==> src/rtl/mem_arb_pkg.sv <==
// Shared types for the unified-memory arbiter: FSM states, grant encoding,
// default bus widths.
package mem_arb_pkg;

  localparam int unsigned ADDR_W_DEF = 16;
  localparam int unsigned DATA_W_DEF = 16;

  typedef enum logic [1:0] {
    IDLE  = 2'd0,
    ISSUE = 2'd1,
    WAIT  = 2'd2
  } state_t;

  typedef enum logic [1:0] {
    GNT_NONE = 2'd0,
    GNT_IF   = 2'd1,
    GNT_D    = 2'd2
  } gnt_t;

endpackage

==> src/rtl/mem_arb_pick.sv <==
// Combinational request picker for mem_arbiter.
// Optional feature macro: MEM_ARB_FAIR_EN (round-robin on ties; otherwise
// data always beats fetch).
module mem_arb_pick
  import mem_arb_pkg::*;
(
  input  logic if_req,
  input  logic d_req,
  input  logic if_mask,
  input  logic d_mask,
`ifdef MEM_ARB_FAIR_EN
  input  logic last_d,
`endif
  output gnt_t gnt
);

  logic if_ok;
  logic d_ok;

  assign if_ok = if_req & ~if_mask;
  assign d_ok  = d_req & ~d_mask;

  // Select the winning requester among unmasked requests
  always_comb begin
    gnt = GNT_NONE;
    if (d_ok && if_ok) begin
`ifdef MEM_ARB_FAIR_EN
      gnt = last_d ? GNT_IF : GNT_D;
`else
      gnt = GNT_D;
`endif
    end else if (d_ok) begin
      gnt = GNT_D;
    end else if (if_ok) begin
      gnt = GNT_IF;
    end
  end

endmodule

==> src/rtl/mem_arbiter.sv <==
// Serializes fetch and LW/SW accesses onto the single unified memory and
// generates the pipeline stall.
// Optional feature macro: MEM_ARB_FAIR_EN (round-robin tie break with a
// 1-bit last-grant register reset to "fetch").
module mem_arbiter
  import mem_arb_pkg::*;
#(
  parameter int unsigned ADDR_W = ADDR_W_DEF,
  parameter int unsigned DATA_W = DATA_W_DEF
) (
  input  logic              clk,
  input  logic              rst_n,
  input  logic              if_req,
  input  logic [ADDR_W-1:0] if_addr,
  output logic [DATA_W-1:0] if_data,
  output logic              if_ack,
  input  logic              d_req,
  input  logic              d_we,
  input  logic [ADDR_W-1:0] d_addr,
  input  logic [DATA_W-1:0] d_wdata,
  output logic [DATA_W-1:0] d_rdata,
  output logic              d_ack,
  output logic              mem_en,
  output logic              mem_we,
  output logic [ADDR_W-1:0] mem_addr,
  output logic [DATA_W-1:0] mem_wdata,
  input  logic [DATA_W-1:0] mem_rdata,
  input  logic              mem_valid,
  output logic              stall
);

  state_t state;
  gnt_t   gnt;
  gnt_t   pick;

`ifdef MEM_ARB_FAIR_EN
  logic last_d;
`endif

  // A requester whose ack is high this cycle is masked so its held request
  // is not granted twice.
  mem_arb_pick u_pick (
    .if_req  (if_req),
    .d_req   (d_req),
    .if_mask (if_ack),
    .d_mask  (d_ack),
`ifdef MEM_ARB_FAIR_EN
    .last_d  (last_d),
`endif
    .gnt     (pick)
  );

  assign stall = (if_req & ~if_ack) | (d_req & ~d_ack);

  // Transaction sequencer: grant, issue strobe, wait for completion, ack
  always_ff @(posedge clk) begin
    if (!rst_n) begin
      state     <= IDLE;
      gnt       <= GNT_NONE;
      mem_en    <= 1'b0;
      mem_we    <= 1'b0;
      mem_addr  <= '0;
      mem_wdata <= '0;
      if_ack    <= 1'b0;
      d_ack     <= 1'b0;
      if_data   <= '0;
      d_rdata   <= '0;
    end else begin
      mem_en <= 1'b0;
      if_ack <= 1'b0;
      d_ack  <= 1'b0;
      case (state)
        IDLE: begin
          if (pick != GNT_NONE) begin
            state  <= ISSUE;
            gnt    <= pick;
            mem_en <= 1'b1;
            if (pick == GNT_D) begin
              mem_addr  <= d_addr;
              mem_we    <= d_we;
              mem_wdata <= d_wdata;
            end else begin
              mem_addr  <= if_addr;
              mem_we    <= 1'b0;
              mem_wdata <= '0;
            end
          end
        end
        ISSUE: begin
          state <= WAIT;
        end
        WAIT: begin
          if (mem_valid) begin
            state <= IDLE;
            gnt   <= GNT_NONE;
            if (gnt == GNT_IF) begin
              if_data <= mem_rdata;
              if_ack  <= 1'b1;
            end else if (gnt == GNT_D) begin
              d_ack <= 1'b1;
              if (!mem_we) begin
                d_rdata <= mem_rdata;
              end
            end
          end
        end
        default: begin
          state <= IDLE;
          gnt   <= GNT_NONE;
        end
      endcase
    end
  end

`ifdef MEM_ARB_FAIR_EN
  // Remember which side won the most recent grant
  always_ff @(posedge clk) begin
    if (!rst_n) begin
      last_d <= 1'b0;
    end else if ((state == IDLE) && (pick != GNT_NONE)) begin
      last_d <= (pick == GNT_D);
    end
  end
`endif

endmodule

==> config.mk <==
export PLATFORM = sky130hd
export DESIGN_NAME = mem_arbiter
export DESIGN_NICKNAME = d
export VERILOG_FILES = /design/src/rtl/mem_arb_pkg.sv /design/src/rtl/mem_arb_pick.sv /design/src/rtl/mem_arbiter.sv
export SDC_FILE = /design/constraint.sdc
export NUM_CORES = 1
export LEC_CHECK = 0
export ABC_CLOCK_PERIOD_IN_PS = 1800
export BUFFER_PORTS_ARGS = -buffer_cell sky130_fd_sc_hd__buf_4
export CORE_MARGIN = 3
export CORE_UTILIZATION = 46
export DETAILED_ROUTE_END_ITERATION = 6
export PLACE_DENSITY = 0.92
export SLEW_MARGIN = 20
export SYNTH_ARGS = -nofsm -noshare
export SYNTH_HDL_FRONTEND = slang
export SYNTH_SLANG_ARGS = --single-unit
==> constraint.sdc <==
create_clock -name clk -period 1.8 [get_ports clk]
set_input_delay 0.27 -clock clk [delete_from_list [all_inputs] [get_ports clk]]
set_output_delay 0.27 -clock clk [all_outputs]
set_load 0.03 [all_outputs]
== Word level (Yosys, flattened, before mapping) ==
Cells that the tools add are included.
Cells by class
  $add $sub $neg: 0
  multipliers: 0
  divide/modulo/power cells: 0
  order comparisons: 0
  eq/ne operators: 7
  shifts and indexed selects: 0
  mux-type cells: 14
  bitwise operators: 11
  reduce and logical (&&, ||, !) cells: 11
Operator list (number)
  2-to-1 mux 16 bit: 2
  case mux 2 bit (3 select lines): 2
  2-to-1 mux 2 bit: 5
  AND reduction 3 bit: 3
  inverter 1 bit: 8
  equality test 2 bit (second input constant): 3
  AND reduction 2 bit: 3
  2-to-1 mux 1 bit: 5
  AND reduction 5 bit: 1
  equality test 2 x 1 -> 1 bit (second input constant): 2
  inequality test 2 bit (second input constant): 2
  OR reduction 4 bit: 1
  AND 1 bit: 2
  logical NOT 2 bit: 1
  nonzero test 2 bit: 1
  logical AND 1 bit: 1
  OR 1 bit: 1
Word-level totals
  flip-flop bits (word level): 72
  latch bits: 0
  memory bits (writable): 0
  bits in read-only memories: 0
  bits of input ports: 70
  output and inout port bits: 69
  logic and storage cells: 53
  memories kept: 0

== Longest topological paths before layout ==
Gate-level depths: netlist of run 1.
  word-level depth: 8
  depth in mapped cells: 6

== By module ==
A second synthesis of run 1 with hierarchy kept.
Unflattened totals
  cell total of the unflattened synthesis: 312
  area total of the unflattened synthesis: 2921.6 um^2
Modules (own cells, without submodules)
  mem_arbiter: instances 1, cells each 310, area an instance 2895.3 um^2, sequential area each 1441.4 um^2
  mem_arb_pick: instances 1, cells each 2, area an instance 26.3 um^2, sequential area each 0.0 um^2

== Worst setup path before layout of run 1 ==
Ideal clock, no wire load.
  path kind: register to output
  start: register d_ack
  end: output stall
  arrival: 1.316 ns
  required time: 1.530 ns
  setup slack: 0.214 ns
  cell stages (with the launch flop): 5
  path buffers: 2
  path through: dfxtp_1 nor2b_1 buf_2 buf_2 or2_2
On the way
  cells in the longest elaborated chain, start to end: 3
RTL lines
  start: declaration: line mem_arbiter.sv:22  | output logic d_ack,
  start signal: assignment: line mem_arbiter.sv:65  | d_ack <= 1'b0;
  start signal: assignment: line mem_arbiter.sv:71  | d_ack <= 1'b0;
  start signal: assignment: line mem_arbiter.sv:100  | d_ack <= 1'b1;
  inverter 1 bit: line mem_arbiter.sv:53  | assign stall = (if_req & ~if_ack) | (d_req & ~d_ack);
  AND 1 bit: line mem_arbiter.sv:53
  OR 1 bit: line mem_arbiter.sv:53
  end: declaration: line mem_arbiter.sv:29  | output logic stall
No other way between the ends.

== Final worst setup path of run 1 ==
  start: register state[1]
  end: register mem_wdata[1]
On the way
  cells in the longest elaborated chain, start to end: 2
RTL lines
  start: declaration: line mem_arbiter.sv:32  | state_t state;
  start signal: assignment: line mem_arbiter.sv:58  | state <= IDLE;
  start signal: assignment: line mem_arbiter.sv:75  | state <= ISSUE;
  start signal: assignment: line mem_arbiter.sv:90  | state <= WAIT;
  logical NOT 2 bit: line mem_arbiter.sv:72  | case (state)
  AND reduction 2 bit (no line)
  end signal: assignment: line mem_arbiter.sv:81  | mem_wdata <= d_wdata;
  end: declaration: line mem_arbiter.sv:26  | output logic [DATA_W-1:0] mem_wdata,
No other way between the ends.
A chain may end at the register's enable or synchronous reset.

==> results of run 1 <==
logic make-up after synthesis:
logic type | count (synthesis) | synth area share
AND/OR/NAND/NOR | 97 | 0.160
flip-flops | 72 | 0.498
multiplexers | 49 | 0.169
AO/OA/AOI/OAI | 38 | 0.122
buffers and inverters | 27 | 0.0510
flip-flops by register name, indices dropped and copies added, names as in the netlist:
| signal | cells |
|---|---|
| mem_en | 1 |
| mem_wdata | 16 |
| if_ack | 1 |
| mem_we | 1 |
| d_rdata | 16 |
| if_data | 16 |
| gnt | 2 |
| state | 2 |
| d_ack | 1 |
| mem_addr | 16 |
metal layers:
metal / wire (um) / part of all wire / global-route usage
met5: 0 / 0 / 0
met4: 197 / 0.025 / 0.0964
met3: 468 / 0.060 / 0.0534
met2: 4050 / 0.52 / 0.370
met1: 3040 / 0.39 / 0.237
worst max path at each step:
stage,start,endpoint
5_1_grt,state[1],mem_wdata[0]
3_3_place_gp,d_req,mem_addr[3]
2_1_floorplan,d_ack,stall
6_report,state[1],mem_wdata[1]
4_1_cts,if_ack,stall
3_5_place_dp,if_req,mem_wdata[1]
area by class of cell:
cell class                      count  area (um2)  share of cell area
Multi-Input combinational cell    184        1320               0.315
Inverter                            2        7.51             0.00180
Tap cell                           75        93.8              0.0225
Timing Repair Buffer              147        1140               0.274
Clock buffer                       14         173              0.0414
Sequential cell                    72        1440               0.346
repair_timing:
action / 4_1_cts / 5_1_grt
gates resized for setup: 0 / 2
hold buffers: 0 / 0
setup buffers: 0 / 0
endpoints found under the setup margin: 0 / 1
worst register-to-register path: cells and delay by family (launching register included):
kind	cells	cell delay (ns)
flops	1	0.39
simple gates	1	0.41
compound gates	2	0.70
metrics by stage:
step | cells | worst slack [ns] | total power (W) | util
floorplan | 283 | 0.214 | 0.00213 | -
global placement | 480 | 0.181 | 0.00241 | 0.666
detailed placement | 480 | 0.109 | 0.00243 | 0.666
CTS | 494 | 0.0206 | 0.00354 | 0.695
global route | 494 | 0.0770 | 0.00368 | 0.696
finish | 494 | 0.187 | 0.00351 | 0.696
power groups by stage:
| stage | logic [W] | registers (W) | clock network [W] |
|---|---|---|---|
| 6_report | 0.000672 | 0.00172 | 0.00112 |
| 5_1_grt | 0.000717 | 0.00173 | 0.00123 |
| 4_1_cts | 0.000674 | 0.00172 | 0.00115 |
| 3_5_place_dp | 0.000672 | 0.00176 | 0 |
| 3_3_place_gp | 0.000654 | 0.00175 | 0 |
| 2_1_floorplan | 0.000232 | 0.00189 | 0 |
synth_stat cells (all sizes together):
library cell	number
a32o	17
dfxtp	72
or3	17
nor3b	1
and4b	1
nand3b	1
nand2	64
nor2	5
buf	16
or2	1
nand2b	1
inv	2
clkbuf	9
or2b	1
and2	1
o21ai	3
o221ai	16
nor2b	3
nand4b	1
mux2i	49
a41o	2
==> results by group, run 1 <==
Outcome
  – Outcome: complete, no violations

Die
  – Core Rows: 28
  – Die span in y: 85.3 um
  – Die width: 85.3 um
  – Core Region: 0.00599 mm2
  – Initial core utilization: 0.483
  – Die area: 0.00728 mm2
  – Top Ports: 139

Placement
  – HPWL after detailed placement: 5.82 mm
  – IO Port Bufs: 138
  – Gp weighted congestion: 0.798
  – Dpl cell area: 0.00399 mm2

STA
  – Slew Viols, Final: 0
  – Slew HR: 0.484
  – WHS: 0.160 ns
  – Final period util: 0.896
  – Fin. Hold Viols: 0
  – Fmax: 620 MHz
  – Final Setup Violations: 0
  – RSZ-0062 raised after global routing: false
  – Tightest Pin Transition: 0.774 ns
  – Setup TNS: 0 ns
  – Crit path time final: 1.61 ns
  – Clock skew: 0.00770 ns

Power
  – Logic pwr share: 0.191
  – Sequential share of power: 0.491
  – Cell-internal power: 0.00258 W
  – Clock Power Share: 0.318
  – Leak: 1.97 nW
  – Power per cell area: 842 mW/mm2
  – NetSw: 0.000936 W
  – Max VDD drop: 0.551 mV
  – Net Sw Frac: 0.267

Worst hold path
  – Hold path depth: 2
  – Worst Hold Launch: d_wdata[5]
  – Min-Delay Endpoint: mem_wdata[5]
  – Hold WC Path Type: in -> reg

Clock tree
  – Root Buffer: clkbuf_8
  – CTS clock-pin slew for the worst setup and hold paths: 0.06 ns
  – Clock Sinks: 72
  – CTS Buf Count: 9
  – CTS HTree Levels: 3
  – Worst-Skew Late Latency: 0.32 ns
  – CTS tree: done
  – Clock Path Buffers: 2

Worst setup path
  – CP Depth: 3
  – Worst Path Buf+Inv: 0
  – Worst r2r src: state[1]
  – Crit-path slowest cell: nor2_2
  – CP Max Fanout: 19
  – Worst setup SP type: register
  – Crit path kind: reg -> reg
  – Critical path's largest stage delay: 0.41 ns
  – Crit end category: register
  – Arrival time worst endpoint: 1.82 ns
  – Worst path cell trace: nor2_2, o21ai_2, a32o_1
  – Crit Reg-Reg Endpoint: mem_wdata[1]
  – Crit-path leading delay family: compound AO/OA/AOI/OAI gates
  – R2r setup slk: 0.19 ns
  – Reg2Reg Depth: 3
  – Crit path required time: 2.01 ns

Synthesis
  – Post-synth top area cell: dfxtp_1
  – Yosys top cell area share: 0.498
  – Syn Inst Count: 283
  – Yosys warns: 0
  – Synth top area cells: dfxtp_1 50%, mux2i_1 17%, nand2_1 8.3%
  – Sequential fraction of the synthesis area: 0.498
  – Mapped Nets: 353
  – Syn Area/Cell: 10.2 um2
  – Mapped Area: 0.00289 mm2
  – Post-synth cell types: 28
  – FF+latch count, synth: 72

Detailed routing
  – Post-route DRC violation count: 0
  – Starting DRT DRC Count: 78
  – Via count: 2,615
  – Final WL: 7.76 mm
  – DR WL/cell: 15.7 um
  – First-pass DRT Iterations: 4
  – Vias per Instance: 5.29
  – Routed Antenna Nets: 0

Final layout
  – Layout cell share with drive strength beyond 1: 0.399
  – Area Overhead vs Synth: 44.1%
  – Commonest non-fill, non-tap cell in the layout: buf_4
  – Final Cell Area: 0.00417 mm2
  – Commonest non-fill, non-tap cells in the layout: 144 x buf_4, 72 x dfxtp_1, 64 x nand2_1
  – Antenna diodes: 0
  – Fillers: 480
  – Final Net Count: 486

Job
  – Max cap viols: 0

Global route
  – First-pass GRT wire length: 12.3 mm
  – Remaining global-route overflow: 0
  – Largest net degree at the start of global routing: 87
  – Total track usage: 0.210
  – Vias in the first global route: 2,622
  – Antenna violations before repair: 0
No activity file was read; power rests on OpenSTA's default activity.
==> run 2: changes to the inputs <==
PLACE_DENSITY = 0.91   (was 0.92)
SYNTH_HIERARCHICAL = 1   (was unset)
==> results by group, run 2 <==
Detailed routing
  – Starting DRT DRC Count: 139
  – Final WL: 7.46 mm
  – Vias per Instance: 5.11
  – DR WL/cell: 14.0 um
  – Routed Antenna Nets: 0
  – Post-route DRC violation count: 0
  – First-pass DRT Iterations: 4
  – Via count: 2,715

STA
  – Tightest Pin Transition: 0.603 ns
  – RSZ-0062 raised after global routing: false
  – Fmax: 646 MHz
  – Setup ws final: 0.252 ns
  – Slew HR: 0.597
  – Final Setup Violations: 0
  – Final period util: 0.860
  – WHS: 0.188 ns
  – Clock skew: 0.00706 ns
  – Crit path time final: 1.55 ns
  – Fin. Hold Viols: 0
  – Slew Viols, Final: 0

Clock tree
  – Hold buffers post-CTS: 0
  – CTS clock-pin slew for the worst setup and hold paths: 0.08 ns
  – CTS tree: done
  – Worst-Skew Late Latency: 0.33 ns
  – Clock Sinks: 72
  – Root Buffer: clkbuf_8
  – CTS HTree Levels: 3
  – CTS Buf Count: 9
  – Clock Path Buffers: 2

Worst setup path
  – Crit-path slowest cell: nor2b_4
  – Worst path cell trace: nor2b_4, nor3b_2, nor2b_4, mux2i_1, a211oi_1
  – Crit end category: register
  – Crit path required time: 2.04 ns
  – Worst setup SP type: register
  – Crit path kind: reg -> reg
  – R2r setup slk: 0.25 ns
  – Arrival time worst endpoint: 1.79 ns
  – CP most frequent cell: nor2b_4
  – Critical path's largest stage delay: 0.50 ns
  – CP Max Fanout: 16

Final layout
  – Commonest non-fill, non-tap cell in the layout: buf_4
  – Layout cell share with drive strength beyond 1: 0.390
  – Final Util: 0.707
  – Area Overhead vs Synth: 45.9%
  – Commonest non-fill, non-tap cells in the layout: 153 x buf_4, 71 x dfxtp_1, 67 x nand2_1
  – Final Net Count: 521
  – Antenna diodes: 0
  – Final Cell Area: 0.00426 mm2
  – Fillers: 449

Placement
  – HPWL after detailed placement: 5.51 mm
  – Pre-CTS WS: -0.155 ns
  – Gp weighted congestion: 0.793
  – IO Port Bufs: 138
  – Dpl cell area: 0.00402 mm2

Global route
  – Total track usage: 0.204
  – Antenna violations before repair: 0
  – Vias in the first global route: 2,671
  – Remaining global-route overflow: 0
  – Largest net degree at the start of global routing: 49
  – First-pass GRT wire length: 12.1 mm

Synthesis
  – Most frequent cells after synthesis: 72 x dfxtp_1, 67 x nand2_1, 49 x mux2i_1
  – Mapped Area: 0.00292 mm2
  – FF+latch count, synth: 72
  – Syn Area/Cell: 9.36 um2
  – Yosys warns: 6
  – Sequential fraction of the synthesis area: 0.493
  – Primary FF master, synth: dfxtp_1
  – Post-synth top area cell: dfxtp_1
  – Post-synth cell types: 30
  – Syn Inst Count: 312
  – Top-count cell post-synth: dfxtp_1
  – Mapped Nets: 382
  – Asr flop ratio synth: 0
  – Yosys top cell area share: 0.493
  – Synth top area cells: dfxtp_1 49%, mux2i_1 17%, nand2_1 8.6%
  – Number of synthesized flops with an enable pin: 0

Job
  – Max cap viols: 0

Power
  – Leak: 2.01 nW
  – Max VDD drop: 0.712 mV
  – Power per cell area: 904 mW/mm2

Worst hold path
  – Hold WC Path Type: in -> reg

Die
  – Core Rows: 28
  – Die span in y: 85.7 um
  – Top Ports: 139
  – Core Region: 0.00603 mm2
  – Die area: 0.00734 mm2
  – Initial core utilization: 0.485
  – Die width: 85.7 um

Outcome
  – Outcome: complete, no violations
## run 2: metal layers
metal  up-vias  track usage  share of wire
met5         -            0              0
met4         0       0.0734          0.012
met3         8       0.0423          0.070
met2        88        0.362           0.50
met1      1272        0.242           0.41
li1       1347            -              -
## run 2: final cells by class
type,instances,area (um2),share of cell area
inverter,3,11.3,0.00264
clock inverter,5,78.8,0.0185
multi-input combinational,212,1340,0.313
sequential,72,1440,0.339
clock buffer,11,151,0.0355
tap,75,93.8,0.0220
timing repair buffer,153,1150,0.270
## run 2: power by group
group | switching [W] | internal, W
logic | 0.000387 | 0.000314
clock network | 0.000577 | 0.000854
registers | 0.0000471 | 0.00167
## run 2: path summary, 6_finish.rpt
| kind | start | endpoint | depth (start not counted) |
|---|---|---|---|
| max | d_ack | mem_addr[7] | 5 |
| min | d_wdata[3] | mem_wdata[3] | 3 |
| max reg2reg | d_ack | mem_addr[7] | 5 |
| min reg2reg | if_data[6] | if_data[6] | 2 |
## run 2: cell families (layout without fill, tap and decap cells)
kind of cell	Yosys count	in the layout	share of synthesized area
AO/OA/AOI/OAI	69	69	0.133
buffers and inverters	28	172	0.0531
flip-flops	72	72	0.493
multiplexers	49	49	0.168
AND/OR/NAND/NOR	94	94	0.152
## run 2: through the flow
stage	instances	TNS, ns	power (W)
6_report	531	0	0.00385
3_3_place_gp	515	-0.615	0.00244
2_1_floorplan	312	0	0.00215
3_5_place_dp	515	-1.91	0.00246
4_1_cts	531	0	0.00389
5_1_grt	531	0	0.00403
## run 2: critical path, delay by kind of cell (launching register included)
kind	cells	cell delay, ns
muxes	1	0.16
AOI/OAI and AO/OA	1	0.25
and+or+nand+nor	3	0.70
DFF	1	0.34
## run 2: repair_timing
action,CTS,global route
pin swaps,0,0
buffers inserted,0,0
endpoints found under the setup margin,16,1
resized for setup,1,1
==> run 3: changes to the inputs <==
ABC_CLOCK_PERIOD_IN_PS = 1200   (was 1800)
CORE_UTILIZATION = 41   (was 46)
PLACE_DENSITY = 0.87   (was 0.91)
clock period = 1.2 ns   (was 1.8 ns; I/O delays follow)
==> results by group, run 3 (synthesized netlist as in run 2, its figures left out) <==
Clock tree
  – CTS Buf Count: 9
  – Root Buffer: clkbuf_8
  – CTS HTree Levels: 3
  – Hold buffers post-CTS: 0
  – Clock Path Buffers: 2
  – Clock Sinks: 72
  – Worst-Skew Late Latency: 0.35 ns
  – CTS tree: done
  – CTS clock-pin slew for the worst setup and hold paths: 0.08 ns

STA
  – Setup TNS: -9.64 ns
  – Final Setup Violations: 53
  – Crit path time final: 1.49 ns
  – Fin. Hold Viols: 0
  – Slew HR: 0.826
  – Setup ws final: -0.292 ns
  – Tightest Pin Transition: 0.260 ns
  – Final period util: 1.24
  – Fmax: 670 MHz
  – Clock skew: 0.00779 ns
  – RSZ-0062 raised after global routing: true
  – Slew Viols, Final: 0

Power
  – Max VDD drop: 0.711 mV
  – Power per cell area: 1250 mW/mm2
  – Overall power: 0.00587 W
  – Leak: 2.16 nW

Worst setup path
  – Worst r2r src: d_ack
  – CP Max Fanout: 5
  – R2r setup slk: -0.29 ns
  – Crit path kind: reg -> reg
  – Crit path required time: 1.46 ns
  – Worst setup SP type: register
  – Reg2Reg Depth: 7
  – Crit end category: register
  – Crit Reg-Reg Endpoint: mem_addr[15]
  – Arrival time worst endpoint: 1.76 ns

Final layout
  – Final Cell Area: 0.00471 mm2
  – Final Net Count: 541
  – Final Util: 0.686
  – Layout cell share with drive strength beyond 1: 0.464
  – Commonest non-fill, non-tap cell in the layout: buf_4
  – Antenna diodes: 0
  – Area Overhead vs Synth: 61.2%
  – Commonest non-fill, non-tap cells in the layout: 151 x buf_4, 67 x nand2_1, 67 x dfxtp_1

Global route
  – First-pass GRT wire length: 13.5 mm
  – Largest net degree at the start of global routing: 49
  – Vias in the first global route: 2,892
  – Total track usage: 0.203
  – Antenna violations before repair: 0
  – Remaining global-route overflow: 0

Job
  – Max cap viols: 0

Worst hold path
  – Worst Hold Launch: d_wdata[14]
  – Hold WC Path Type: in -> reg
  – Min-Delay Endpoint: mem_wdata[14]
  – Hold path depth: 3

Die
  – Initial core utilization: 0.425
  – Die width: 90.4 um
  – Core Rows: 30
  – Top Ports: 139
  – Core Region: 0.00687 mm2
  – Die area: 0.00817 mm2
  – Die span in y: 90.4 um

Detailed routing
  – First-pass DRT Iterations: 4
  – Routed Antenna Nets: 0
  – Starting DRT DRC Count: 115
  – Post-route DRC violation count: 0
  – Vias per Instance: 5.01
  – DR WL/cell: 15.1 um
  – Via count: 2,865
  – Final WL: 8.61 mm

Placement
  – Gp weighted congestion: 0.741
  – Dpl cell area: 0.00422 mm2
  – IO Port Bufs: 138
  – HPWL after detailed placement: 5.84 mm

Outcome
  – Outcome: finished with violations
  – Failing checks: setup timing
## run 3: cell count changes in the layout (fill, tap and decap cells not counted), moves of 3 or more
cell        change
buf_6          +12
a21oi_1         -9
a21oi_2         +9
buf_12          +7
dfxtp_1         -4
clkinvlp_4      +3
nor2_1          -3
nor2_4          +3
## run 3: worst max-delay path by stage
stage	from	slack, ns	to
2_1_floorplan	d_ack	-0.34	mem_wdata[10]
3_3_place_gp	d_req	-0.30	mem_addr[1]
3_5_place_dp	d_req	-0.36	mem_addr[2]
4_1_cts	d_ack	-0.27	mem_wdata[9]
5_1_grt	d_ack	-0.36	mem_addr[15]
6_report	d_ack	-0.29	mem_addr[15]
## run 3: per-stage QoR
stage	instances	setup WS, ns	hold slack, ns
after global routing	572	-0.357	0.0654
final	572	-0.292	0.0849
after floorplan	312	-0.338	0.320
after global placement	545	-0.295	0.434
after CTS	566	-0.275	0.0645
after detailed placement	545	-0.362	0.443
## run 3: critical path, cell delays in order, from the launching register on
cell and delay, ns:
dfxtp_4 0.36, nor2b_4 0.05, nor3b_4 0.25, buf_6 0.15, nor2b_4 0.05, buf_6 0.14
mux2i_4 0.19, a211oi_2 0.23
## run 3: final cells by class
type / instances / area, um2
inverter: 3 / 11.3
timing repair buffer: 172 / 1450
multi-input combinational: 213 / 1460
fill: 538 / 2160
sequential: 72 / 1450
clock inverter: 6 / 66.3
tap: 96 / 120
clock buffer: 10 / 149
## run 3: report_power, final
| group | internal, W | switching, W |
|---|---|---|
| sequential | 0.00250 | 0.0000688 |
| combinational | 0.000595 | 0.000661 |
| clock | 0.00109 | 0.000954 |
## run 3: per-layer routing
metal	global-route usage	vias to the layer above	wire length, um
met5	0	-	0
met4	0.0918	0	94
met3	0.0600	10	611
met2	0.353	112	4400
met1	0.228	1345	3500
li1	-	1398	-
## run 3: timing repair
item                                    CTS  global route
endpoints found under the hold margin     0             0
buffers inserted                          3             8
cloned                                    3             1
pin swaps                                 3            11
resized for setup                        21            22
endpoints found under the setup margin   66            67
